--- src/rtl/cache_pkg.sv ---
// Shared types and geometry for the two-way set-associative cache.
//   cache_state_t : controller states (IDLE, REFILL, WRITE)
//   DEF_*         : default geometry used by the top-level parameters
//   TAG_BITS/SETS/WORDS : geometry derived from the default parameters
//   calc_tag_bits : tag width from address/set/word field widths
package cache_pkg;

  typedef enum logic [1:0] {
    IDLE   = 2'd0,
    REFILL = 2'd1,
    WRITE  = 2'd2
  } cache_state_t;

  localparam int DEF_ADDR_WIDTH = 32;
  localparam int DEF_SET_BITS   = 2;
  localparam int DEF_WORD_BITS  = 2;

  // Address = {tag, index, word offset, 2-bit byte offset}.
  function automatic int calc_tag_bits(input int aw, input int sb, input int wb);
    return aw - sb - wb - 2;
  endfunction

  localparam int TAG_BITS = calc_tag_bits(DEF_ADDR_WIDTH, DEF_SET_BITS, DEF_WORD_BITS);
  localparam int SETS     = 1 << DEF_SET_BITS;
  localparam int WORDS    = 1 << DEF_WORD_BITS;

endpackage

--- src/rtl/cache_way.sv ---
// One way of the cache: valid bits, tags and line data.
//   lk_*     : combinational lookup (hit, word at lk_woff, valid of the set)
//   wr_*     : synchronous word write with per-byte enables
//   fill_*   : marks a set valid and records its tag
//   inv_all  : clears every valid bit
module cache_way
  import cache_pkg::*;
#(
  parameter int DATA_WIDTH = 32,
  parameter int TAG_W      = TAG_BITS,
  parameter int N_SETS     = SETS,
  parameter int N_WORDS    = WORDS
) (
  input  logic                          clk,
  input  logic                          rst_n,
  input  logic                          inv_all,
  input  logic [$clog2(N_SETS)-1:0]     lk_idx,
  input  logic [TAG_W-1:0]              lk_tag,
  input  logic [$clog2(N_WORDS)-1:0]    lk_woff,
  output logic                          hit,
  output logic                          valid,
  output logic [DATA_WIDTH-1:0]         word,
  input  logic                          wr_en,
  input  logic [$clog2(N_SETS)-1:0]     wr_idx,
  input  logic [$clog2(N_WORDS)-1:0]    wr_woff,
  input  logic [DATA_WIDTH-1:0]         wr_data,
  input  logic [DATA_WIDTH/8-1:0]       wr_be,
  input  logic                          fill,
  input  logic [$clog2(N_SETS)-1:0]     fill_idx,
  input  logic [TAG_W-1:0]              fill_tag
);
  localparam int NB = DATA_WIDTH / 8;

  logic [N_SETS-1:0]     valid_q, valid_d;
  logic [TAG_W-1:0]      tag_q  [N_SETS];
  logic [TAG_W-1:0]      tag_d  [N_SETS];
  logic [DATA_WIDTH-1:0] data_q [N_SETS*N_WORDS];
  logic [DATA_WIDTH-1:0] data_d [N_SETS*N_WORDS];

  assign valid = valid_q[lk_idx];
  assign hit   = valid_q[lk_idx] && (tag_q[lk_idx] == lk_tag);
  assign word  = data_q[{lk_idx, lk_woff}];

  always_comb begin
    valid_d = valid_q;
    tag_d   = tag_q;
    data_d  = data_q;
    if (wr_en) begin
      for (int b = 0; b < NB; b++) begin
        if (wr_be[b]) data_d[{wr_idx, wr_woff}][b*8 +: 8] = wr_data[b*8 +: 8];
      end
    end
    if (fill) begin
      valid_d[fill_idx] = 1'b1;
      tag_d[fill_idx]   = fill_tag;
    end
    if (inv_all) valid_d = '0;
  end

  always_ff @(posedge clk or negedge rst_n) begin
    if (!rst_n) valid_q <= '0;
    else        valid_q <= valid_d;
  end

  // Tags and data are only meaningful behind a valid bit, so they carry no reset.
  always_ff @(posedge clk) begin
    tag_q  <= tag_d;
    data_q <= data_d;
  end

endmodule

--- src/rtl/set_assoc_cache.sv ---
// Two-way set-associative write-through cache (no write-allocate, 1-bit LRU).
//   cpu_*   : load/store request side; hits complete combinationally
//   inv_all : invalidate all lines (taken only in IDLE)
//   mem_*   : req/ack memory port for line refills and store write-through
module set_assoc_cache
  import cache_pkg::*;
#(
  parameter int DATA_WIDTH = 32,
  parameter int ADDR_WIDTH = DEF_ADDR_WIDTH,
  parameter int SET_BITS   = DEF_SET_BITS,
  parameter int WORD_BITS  = DEF_WORD_BITS
) (
  input  logic                  clk,
  input  logic                  rst_n,
  input  logic                  cpu_req,
  input  logic                  cpu_we,
  input  logic                  cpu_byte,
  input  logic [ADDR_WIDTH-1:0] cpu_addr,
  input  logic [DATA_WIDTH-1:0] cpu_wdata,
  output logic [DATA_WIDTH-1:0] cpu_rdata,
  output logic                  cpu_ready,
  input  logic                  inv_all,
  output logic                  mem_req,
  output logic                  mem_we,
  output logic                  mem_byte,
  output logic [ADDR_WIDTH-1:0] mem_addr,
  output logic [DATA_WIDTH-1:0] mem_wdata,
  input  logic [DATA_WIDTH-1:0] mem_rdata,
  input  logic                  mem_ack
);
  localparam int TAG_W   = calc_tag_bits(ADDR_WIDTH, SET_BITS, WORD_BITS);
  localparam int N_SETS  = 1 << SET_BITS;
  localparam int N_WORDS = 1 << WORD_BITS;
  localparam int IDX_LO  = WORD_BITS + 2;
  localparam int TAG_LO  = SET_BITS + WORD_BITS + 2;
  localparam int NB      = DATA_WIDTH / 8;

  logic [1:0]           off;
  logic [WORD_BITS-1:0] woff;
  logic [SET_BITS-1:0]  idx;
  logic [TAG_W-1:0]     tag;

  assign off  = cpu_addr[1:0];
  assign woff = cpu_addr[IDX_LO-1:2];
  assign idx  = cpu_addr[TAG_LO-1:IDX_LO];
  assign tag  = cpu_addr[ADDR_WIDTH-1:TAG_LO];

  cache_state_t         state_q, state_d;
  logic [WORD_BITS-1:0] cnt_q, cnt_d;
  logic [N_SETS-1:0]    lru_q, lru_d;     // per set: way to replace next
  logic                 victim_q, victim_d;
  logic [SET_BITS-1:0]  ridx_q, ridx_d;
  logic [TAG_W-1:0]     rtag_q, rtag_d;

  logic                 hit0, hit1, valid0, valid1;
  logic [DATA_WIDTH-1:0] word0, word1, hit_word;
  logic [7:0]           hit_byte;
  logic                 wr_en0, wr_en1, fill0, fill1, inv;
  logic [SET_BITS-1:0]  wr_idx;
  logic [WORD_BITS-1:0] wr_woff;
  logic [DATA_WIDTH-1:0] wr_data;
  logic [NB-1:0]        wr_be;

  cache_way #(
    .DATA_WIDTH(DATA_WIDTH), .TAG_W(TAG_W), .N_SETS(N_SETS), .N_WORDS(N_WORDS)
  ) u_way0 (
    .clk(clk), .rst_n(rst_n), .inv_all(inv),
    .lk_idx(idx), .lk_tag(tag), .lk_woff(woff),
    .hit(hit0), .valid(valid0), .word(word0),
    .wr_en(wr_en0), .wr_idx(wr_idx), .wr_woff(wr_woff), .wr_data(wr_data), .wr_be(wr_be),
    .fill(fill0), .fill_idx(ridx_q), .fill_tag(rtag_q)
  );

  cache_way #(
    .DATA_WIDTH(DATA_WIDTH), .TAG_W(TAG_W), .N_SETS(N_SETS), .N_WORDS(N_WORDS)
  ) u_way1 (
    .clk(clk), .rst_n(rst_n), .inv_all(inv),
    .lk_idx(idx), .lk_tag(tag), .lk_woff(woff),
    .hit(hit1), .valid(valid1), .word(word1),
    .wr_en(wr_en1), .wr_idx(wr_idx), .wr_woff(wr_woff), .wr_data(wr_data), .wr_be(wr_be),
    .fill(fill1), .fill_idx(ridx_q), .fill_tag(rtag_q)
  );

  assign hit_word = hit1 ? word1 : word0;
  assign hit_byte = hit_word[{off, 3'b000} +: 8];

  always_comb begin
    state_d   = state_q;
    cnt_d     = cnt_q;
    lru_d     = lru_q;
    victim_d  = victim_q;
    ridx_d    = ridx_q;
    rtag_d    = rtag_q;
    cpu_ready = 1'b0;
    cpu_rdata = '0;
    mem_req   = 1'b0;
    mem_we    = 1'b0;
    mem_byte  = 1'b0;
    mem_addr  = '0;
    mem_wdata = '0;
    inv       = 1'b0;
    wr_en0    = 1'b0;
    wr_en1    = 1'b0;
    fill0     = 1'b0;
    fill1     = 1'b0;
    wr_idx    = idx;
    wr_woff   = woff;
    wr_data   = '0;
    wr_be     = '0;

    unique case (state_q)
      IDLE: begin
        if (inv_all) begin
          inv = 1'b1;
        end else if (cpu_req) begin
          if (cpu_we) begin
            state_d = WRITE;
          end else if (hit0 || hit1) begin
            cpu_ready  = 1'b1;
            cpu_rdata  = cpu_byte ? {{(DATA_WIDTH-8){1'b0}}, hit_byte} : hit_word;
            lru_d[idx] = hit0;
          end else begin
            state_d  = REFILL;
            cnt_d    = '0;
            // Fill empty ways first, lowest way wins; otherwise follow LRU.
            victim_d = !valid0 ? 1'b0 : (!valid1 ? 1'b1 : lru_q[idx]);
            ridx_d   = idx;
            rtag_d   = tag;
          end
        end
      end

      REFILL: begin
        mem_req  = 1'b1;
        mem_addr = {rtag_q, ridx_q, cnt_q, 2'b00};
        if (mem_ack) begin
          wr_en0  = !victim_q;
          wr_en1  = victim_q;
          wr_idx  = ridx_q;
          wr_woff = cnt_q;
          wr_data = mem_rdata;
          wr_be   = '1;
          cnt_d   = cnt_q + 1'b1;
          if (cnt_q == WORD_BITS'(N_WORDS - 1)) begin
            fill0         = !victim_q;
            fill1         = victim_q;
            lru_d[ridx_q] = !victim_q;
            state_d       = IDLE;
          end
        end
      end

      WRITE: begin
        mem_req   = 1'b1;
        mem_we    = 1'b1;
        mem_byte  = cpu_byte;
        mem_addr  = cpu_addr;
        mem_wdata = cpu_wdata;
        if (mem_ack) begin
          cpu_ready = 1'b1;
          state_d   = IDLE;
          // Write-through without allocate: only a resident line is updated.
          if (hit0 || hit1) begin
            wr_en0 = hit0;
            wr_en1 = hit1;
            if (cpu_byte) begin
              wr_data      = {NB{cpu_wdata[7:0]}};
              wr_be[off]   = 1'b1;
            end else begin
              wr_data = cpu_wdata;
              wr_be   = '1;
            end
            lru_d[idx] = hit0;
          end
        end
      end

      default: state_d = IDLE;
    endcase
  end

  always_ff @(posedge clk or negedge rst_n) begin
    if (!rst_n) begin
      state_q  <= IDLE;
      cnt_q    <= '0;
      lru_q    <= '0;
      victim_q <= 1'b0;
      ridx_q   <= '0;
      rtag_q   <= '0;
    end else begin
      state_q  <= state_d;
      cnt_q    <= cnt_d;
      lru_q    <= lru_d;
      victim_q <= victim_d;
      ridx_q   <= ridx_d;
      rtag_q   <= rtag_d;
    end
  end

endmodule

--- config.mk ---
export PLATFORM = sky130hd
export DESIGN_NAME = set_assoc_cache
export DESIGN_NICKNAME = d
export VERILOG_FILES = /design/src/rtl/cache_pkg.sv /design/src/rtl/cache_way.sv /design/src/rtl/set_assoc_cache.sv
export SDC_FILE = /design/constraint.sdc
export NUM_CORES = 1
export LEC_CHECK = 0
export CAP_MARGIN = 10
export CORE_MARGIN = 3
export CORE_UTILIZATION = 50
export DETAILED_ROUTE_END_ITERATION = 6
export PLACE_DENSITY = 0.75
export SLEW_MARGIN = 10
export SYNTH_ARGS = -nofsm -noshare
export SYNTH_HDL_FRONTEND = slang
export SYNTH_SLANG_ARGS = --single-unit
--- constraint.sdc ---
create_clock -name clk -period 19.2 [get_ports clk]
set_clock_uncertainty 0.05 [all_clocks]
set_input_delay 5.76 -clock clk [delete_from_list [all_inputs] [get_ports clk]]
set_output_delay 5.76 -clock clk [all_outputs]
set_load 0.05 [all_outputs]
Yosys cells after proc, flatten, opt, wreduce, memory -nomap -nowiden
Index checks and enable logic that the tools add are counted.
{ "word_totals": {"ff_bits": 1277, "input_bits": 103, "output_inout_bits": 100, "elab_cells": 239} }
{ "op_classes": {"add_sub_neg": 1, "n_lt_le_gt_ge": 12, "n_eq_ne": 13, "shift": 1, "muxes": 136, "bitwise_logic": 9, "n_reduce_logical": 19} }
{ "ops": {"columns": ["cell", "count"], "rows": [
  ["512-bit 2-to-1 mux", 14],
  ["512-bit bitwise mux", 8],
  ["32-bit 2-to-1 mux", 17],
  ["32-bit demux with 4-bit select", 4],
  ["32-bit binary-select mux with 4-bit select", 2],
  ["104-bit bitwise mux", 2],
  ["26-bit 2-to-1 mux", 5],
  ["32-bit case mux with 2 select lines", 2],
  ["26-bit binary-select mux with 2-bit select", 2],
  ["4-bit 2-to-1 mux", 15],
  ["26-bit demux with 2-bit select", 1],
  ["26-bit == test", 2],
  ["2-bit 2-to-1 mux", 16],
  ["32-bit by 6-bit indexed part select with 8-bit output", 1],
  ["1-bit 2-to-1 mux", 30],
  ["24-bit 2-to-1 mux", 1],
  ["16-bit 2-to-1 mux", 1],
  ["2-bit inequality test, second input constant", 7],
  ["4-bit case mux with 3 select lines", 1],
  ["6-bit AND reduction", 2],
  ["5-bit greater-or-equal comparator, second input constant", 2],
  ["4-bit NOT with 5-bit output", 2],
  ["2-bit by 3-bit less-than comparator with 1-bit output, second input constant", 3],
  ["4-bit bitwise mux", 2],
  ["other kinds (27)", 49]
]} }

Depth between registers and ports, before layout
{ "logic_depth": {"word_depth": 21, "depth_mapped": 13, "mapped_depth_nobuf": 10} }

Modules after synthesis
From an unflattened synthesis, not the netlist that was laid out.
{ "unflattened": {"hier_cells": 2879, "area_unflattened_um2": 53899.2} }
{ "modules_own_cells": {"columns": ["mod", "n_inst", "cells_each", "area_per_inst_um2", "seq_area_each_um2"], "rows": [
  ["cache_way (u_way0)", 1, 1187, 24930.2, 18597.8],
  ["cache_way (u_way1)", 1, 1180, 24836.3, 18597.8],
  ["set_assoc_cache", 1, 512, 4132.7, 925.9]
]} }

Worst setup path after synthesis
Ideal clock, no wire load.
{ "synth_path": {"path_type": "input to output", "start": "in cpu_addr[5]", "end": "out cpu_rdata[5]", "arrival_ns": 9.877, "t_required_ns": 13.390, "slack_ns": 3.513, "path_stages": 11, "path_buffers": 4, "path_cell_list": "buf_2 -> buf_1 -> mux4_2 -> xnor2_1 -> nand4_1 -> a2111oi_2 -> nand3_4 -> buf_2 -> buf_2 -> mux2i_1 -> a2111oi_1"} }
{ "synth_via": {"elab_chain_len": 14, "word_cells_on_any_way": 31, "cone_classes": "eq/ne: 2; shift: 1; mux: 23; bitwise: 2; reduce/logical: 3"} }
{ "synth_lines": {"columns": ["item", "line", "source"], "rows": [
  ["start: declaration", "set_assoc_cache.sv:18", "input logic [ADDR_WIDTH-1:0] cpu_addr,"],
  ["2-bit NOT with 3-bit output (not written as such)", "cache_way.sv:41", "assign hit = valid_q[lk_idx] && (tag_q[lk_idx] == lk_tag);"],
  ["26-bit binary-select mux with 2-bit select", "cache_way.sv:41", null],
  ["26-bit 2-to-1 mux (not written as such) (2 in a row)", "cache_way.sv:41", null],
  ["26-bit == test", "cache_way.sv:41", null],
  ["1-bit logical AND", "cache_way.sv:41", null],
  ["32-bit 2-to-1 mux", "set_assoc_cache.sv:84", "assign hit_word = hit1 ? word1 : word0;"],
  ["32-bit by 6-bit indexed part select with 8-bit output", "set_assoc_cache.sv:85", "assign hit_byte = hit_word[{off, 3'b000} +: 8];"],
  ["32-bit 2-to-1 mux", "set_assoc_cache.sv:120", "cpu_rdata = cpu_byte ? {{(DATA_WIDTH-8){1'b0}}, hit_byte} : hit_word;"],
  ["32-bit 2-to-1 mux (*)", "set_assoc_cache.sv:118", "end else if (hit0 || hit1) begin"],
  ["32-bit 2-to-1 mux (*)", "set_assoc_cache.sv:116", "if (cpu_we) begin"],
  ["32-bit 2-to-1 mux (*)", "set_assoc_cache.sv:115", "end else if (cpu_req) begin"],
  ["32-bit 2-to-1 mux (*)", "set_assoc_cache.sv:113", "if (inv_all) begin"],
  ["32-bit 2-to-1 mux (*)", "set_assoc_cache.sv:111", "unique case (state_q)"],
  ["end: declaration", "set_assoc_cache.sv:20", "output logic [DATA_WIDTH-1:0] cpu_rdata,"]
]} }
Mark *: on every way between the ends. The rest lies on a longest branch, timed or not. The select of a mux whose other input is x is not followed.

Worst setup path in the final report
{ "layout_path": {"start": "in cpu_addr[4]", "end": "out cpu_rdata[0]"} }
The elaborated chain is that of the path after synthesis.

==> metrics.csv <==
metric;value;unit
TritonRoute pass-1 iters;5;
H-Tree Depth;3;
Critical Path Source Type;input port;
Post-synth EDFFs;1232;
actual slew at the worst max-slew pin;1275;ps
r2r startpoint;u_way1.tag_q[87];
hold path endpoint;u_way1.valid_q[2];
CP Class;in2out;
Die Height;331.1;um
Layout Cells excl Fill;4435;
Max stage delay on crit path;960;ps
area of the mapped netlist;52850;um2
# resized after CTS;0;
layout cell share with drive strength beyond 1;23.12;%
pin count of the biggest net entering global routing;113;
Worst setup EP type;output port;
vias after detailed routing;28850;
Die Area;109600;um2
Cells after DPL;4206;
I/O pin count;203;
PD cells;112.7;nW/um2
average size of a mapped cell;19.31;um2
post-route ant nets;0;
Tmin final;17460;ps
initial core utilization;50.70;%
drt total wl;139.8;mm
Core Area;104200;um2
TNS Setup;0;ps
worst skew pair latency;720;ps
Max Buffers Root-to-Sink;3;
CP Data Required Time;13390;ps
Slew Viols, Final;0;
headroom to the max-slew limit;14.98;%
Port Buf Inserts;202;
final worst path period share;90.94;%
clk slew on worst S/H paths;60;ps
post-DP HPWL;91.64;mm
RR Endpoint;u_way1.data_q[235];
Hold Crit Start;u_way1.valid_q[2];
Cell variety after synth;65;
status;finished, final reports clean;
Total Routing Usage GR;25.62;%
RePlAce Congestion;0.9311;
final worst slack;1739;ps
Die X;331.1;um
Syn Inst Count;2737;
most common cell after layout, fill and taps aside;edfxtp_1;
Worst Path Max Fanout;63;
max cap viols;0;
min-delay worst type;reg2reg;
num rows;118;
grt ovf;0;
Worst Hold Depth;1;
vias in the first global route;28730;
first-pass GRT wire length;201.9;mm
critical path's slowest cell;clkdlybuf4s50_1;
antenna violations before repair;7;
Via density;6.505;
WL per Instance;31.51;um
crit-path leading delay family;buffers and inverters;
DRC;0;
Root Driver;clkbuf_16;
Sink Count;1277;
Lkg Pwr;19.72;nW
final hold violations;0;
crit path buf inv count;3;
hold_buf cts;0;
CTS Buf Count;121;
Most used DFF post-synth;edfxtp_1;
syn nets;2844;
R2R Setup Slk;13610;ps
fin nets;3056;
reg2reg path depth;9;
asr flop ratio synth;3.524;%
CTS tree;done;
fmax;57.27;MHz
worst vdd ir;0.1019;mV
DP Worst Slack;1834;ps
RSZ-0062 raised after global routing;false;
area grow syn2layout;14.75;%
Yosys reg bits;1277;
# setup viols final;0;
crit path launch;cpu_addr[4];
most frequent cells in the layout;edfxtp_1 (1232), mux4_2 (361), nor2_1 (230);
Iter 0 DRT Violations;4567;
Yosys warning total;0;
Post-CTS Setup Inserts;0;
Worst EP arrival;11650;ps
fraction of the yosys area taken by sequential cells;72.14;%
crit path cell chain;buf_6 -> buf_4 -> mux4_2 -> xnor2_1 -> nand4_1 -> a2111oi_4 -> nand3_4 -> mux2_2 -> o22ai_1 -> a2111oi_1 -> clkdlybuf4s50_1;
-- worst max path at each step --
stage	end	slack, ps	cells past startpoint
after floorplan	cpu_rdata[5]	3510	11
after global routing	cpu_rdata[4]	1630	11
after CTS	cpu_rdata[4]	1780	11
after global placement	cpu_rdata[4]	1800	11
final	cpu_rdata[0]	1740	11
after detailed placement	cpu_rdata[4]	1830	11
-- registers in the layout, indices dropped and copies added (netlist names) --
name and flops:
rtag_q 26, victim_q 1, state_q 2, u_way0.tag_q 104, u_way1.valid_q 4, u_way0.data_q 512
u_way1.tag_q 104, cnt_q 2, lru_q 4, ridx_q 2, u_way1.data_q 512, u_way0.valid_q 4
-- report_power, final --
| group | leakage (nW) | switching, mW | total (mW) | internal (mW) |
|---|---|---|---|---|
| Combinational | 5.51 | 0.689 | 1.01 | 0.321 |
| Clock | 2.03 | 1.05 | 2.49 | 1.44 |
| Sequential | 12.2 | 0.104 | 3.33 | 3.23 |
-- cell usage after synthesis, types with 8 or more instances --
master | n | area [um2]
edfxtp_1 | 1232 | 37000
mux4_2 | 361 | 8130
nor2_1 | 233 | 874.6
clkbuf_1 | 104 | 390.4
nand2_1 | 83 | 311.6
mux2i_1 | 65 | 650.6
and3_1 | 57 | 356.6
nor2b_1 | 56 | 350.3
and2_1 | 53 | 331.6
xnor2_1 | 46 | 402.9
dfrtp_1 | 45 | 1126
mux2_2 | 43 | 484.2
a22oi_1 | 37 | 277.8
buf_1 | 37 | 138.9
o21ai_0 | 25 | 125.1
buf_2 | 24 | 120.1
nand3_1 | 18 | 90.09
a31oi_1 | 16 | 100.1
nand4_1 | 16 | 100.1
nor3_1 | 16 | 80.08
o21a_1 | 16 | 120.1
xor2_1 | 15 | 131.4
inv_1 | 13 | 48.80
nor3_2 | 12 | 120.1
buf_6 | 11 | 123.9
o31ai_1 | 11 | 82.58
nor3b_1 | 9 | 67.56
o22ai_1 | 9 | 56.30
a2111oi_1 | 8 | 80.08
-- area by class of cell --
class | instances | area [um2]
well taps | 1380 | 1727
diodes | 1 | 2.502
clock buffers | 146 | 3162
multi-input cells | 1267 | 14000
repair buffers | 268 | 2545
flip-flops and latches | 1277 | 38120
inverters | 14 | 52.55
clock inverters | 82 | 1031
fillers | 7478 | 43590
-- kinds of logic (layout without fill, tap and decap cells) --
kind of cell               count (synthesis)  in the layout  share of synthesized area (%)
and+or+nand+nor                          571            571                          5.341
other                                      0              1                              0
AOI/OAI and AO/OA                        162            162                          2.280
buffers and inverters                    193            510                          1.605
muxes                                    469            469                          17.53
xor gates and xnor gates                  61             61                          1.011
DFF                                     1277           1277                          72.14
adders and majority gates                  4              4                        0.09471
-- per-layer routing --
| metal | vias up | routed length, um | track usage, % |
|---|---|---|---|
| met3 | 307 | 19230 | 8.153 |
| met5 | - | 54 | 0 |
| met4 | 6 | 4851 | 8.892 |
| met2 | 2055 | 63950 | 38.25 |
| li1 | 11520 | - | - |
| met1 | 14970 | 51690 | 36.00 |
-- metrics by stage --
| step | hold slack [ps] | power (mW) | area [um2] | utilization, % |
|---|---|---|---|---|
| 6_report | 441.0 | 6.832 | 60640 | 58.18 |
| 5_1_grt | 460.2 | 7.018 | 60640 | 58.18 |
| 4_1_cts | 442.6 | 6.834 | 60620 | 58.16 |
| 3_5_place_dp | 429.4 | 4.379 | 56430 | 54.14 |
| 3_3_place_gp | 417.6 | 4.340 | 56430 | 54.14 |
| 2_1_floorplan | 408.9 | 3.974 | 52850 | - |
Note: power is estimated with default switching activity, not from simulation.
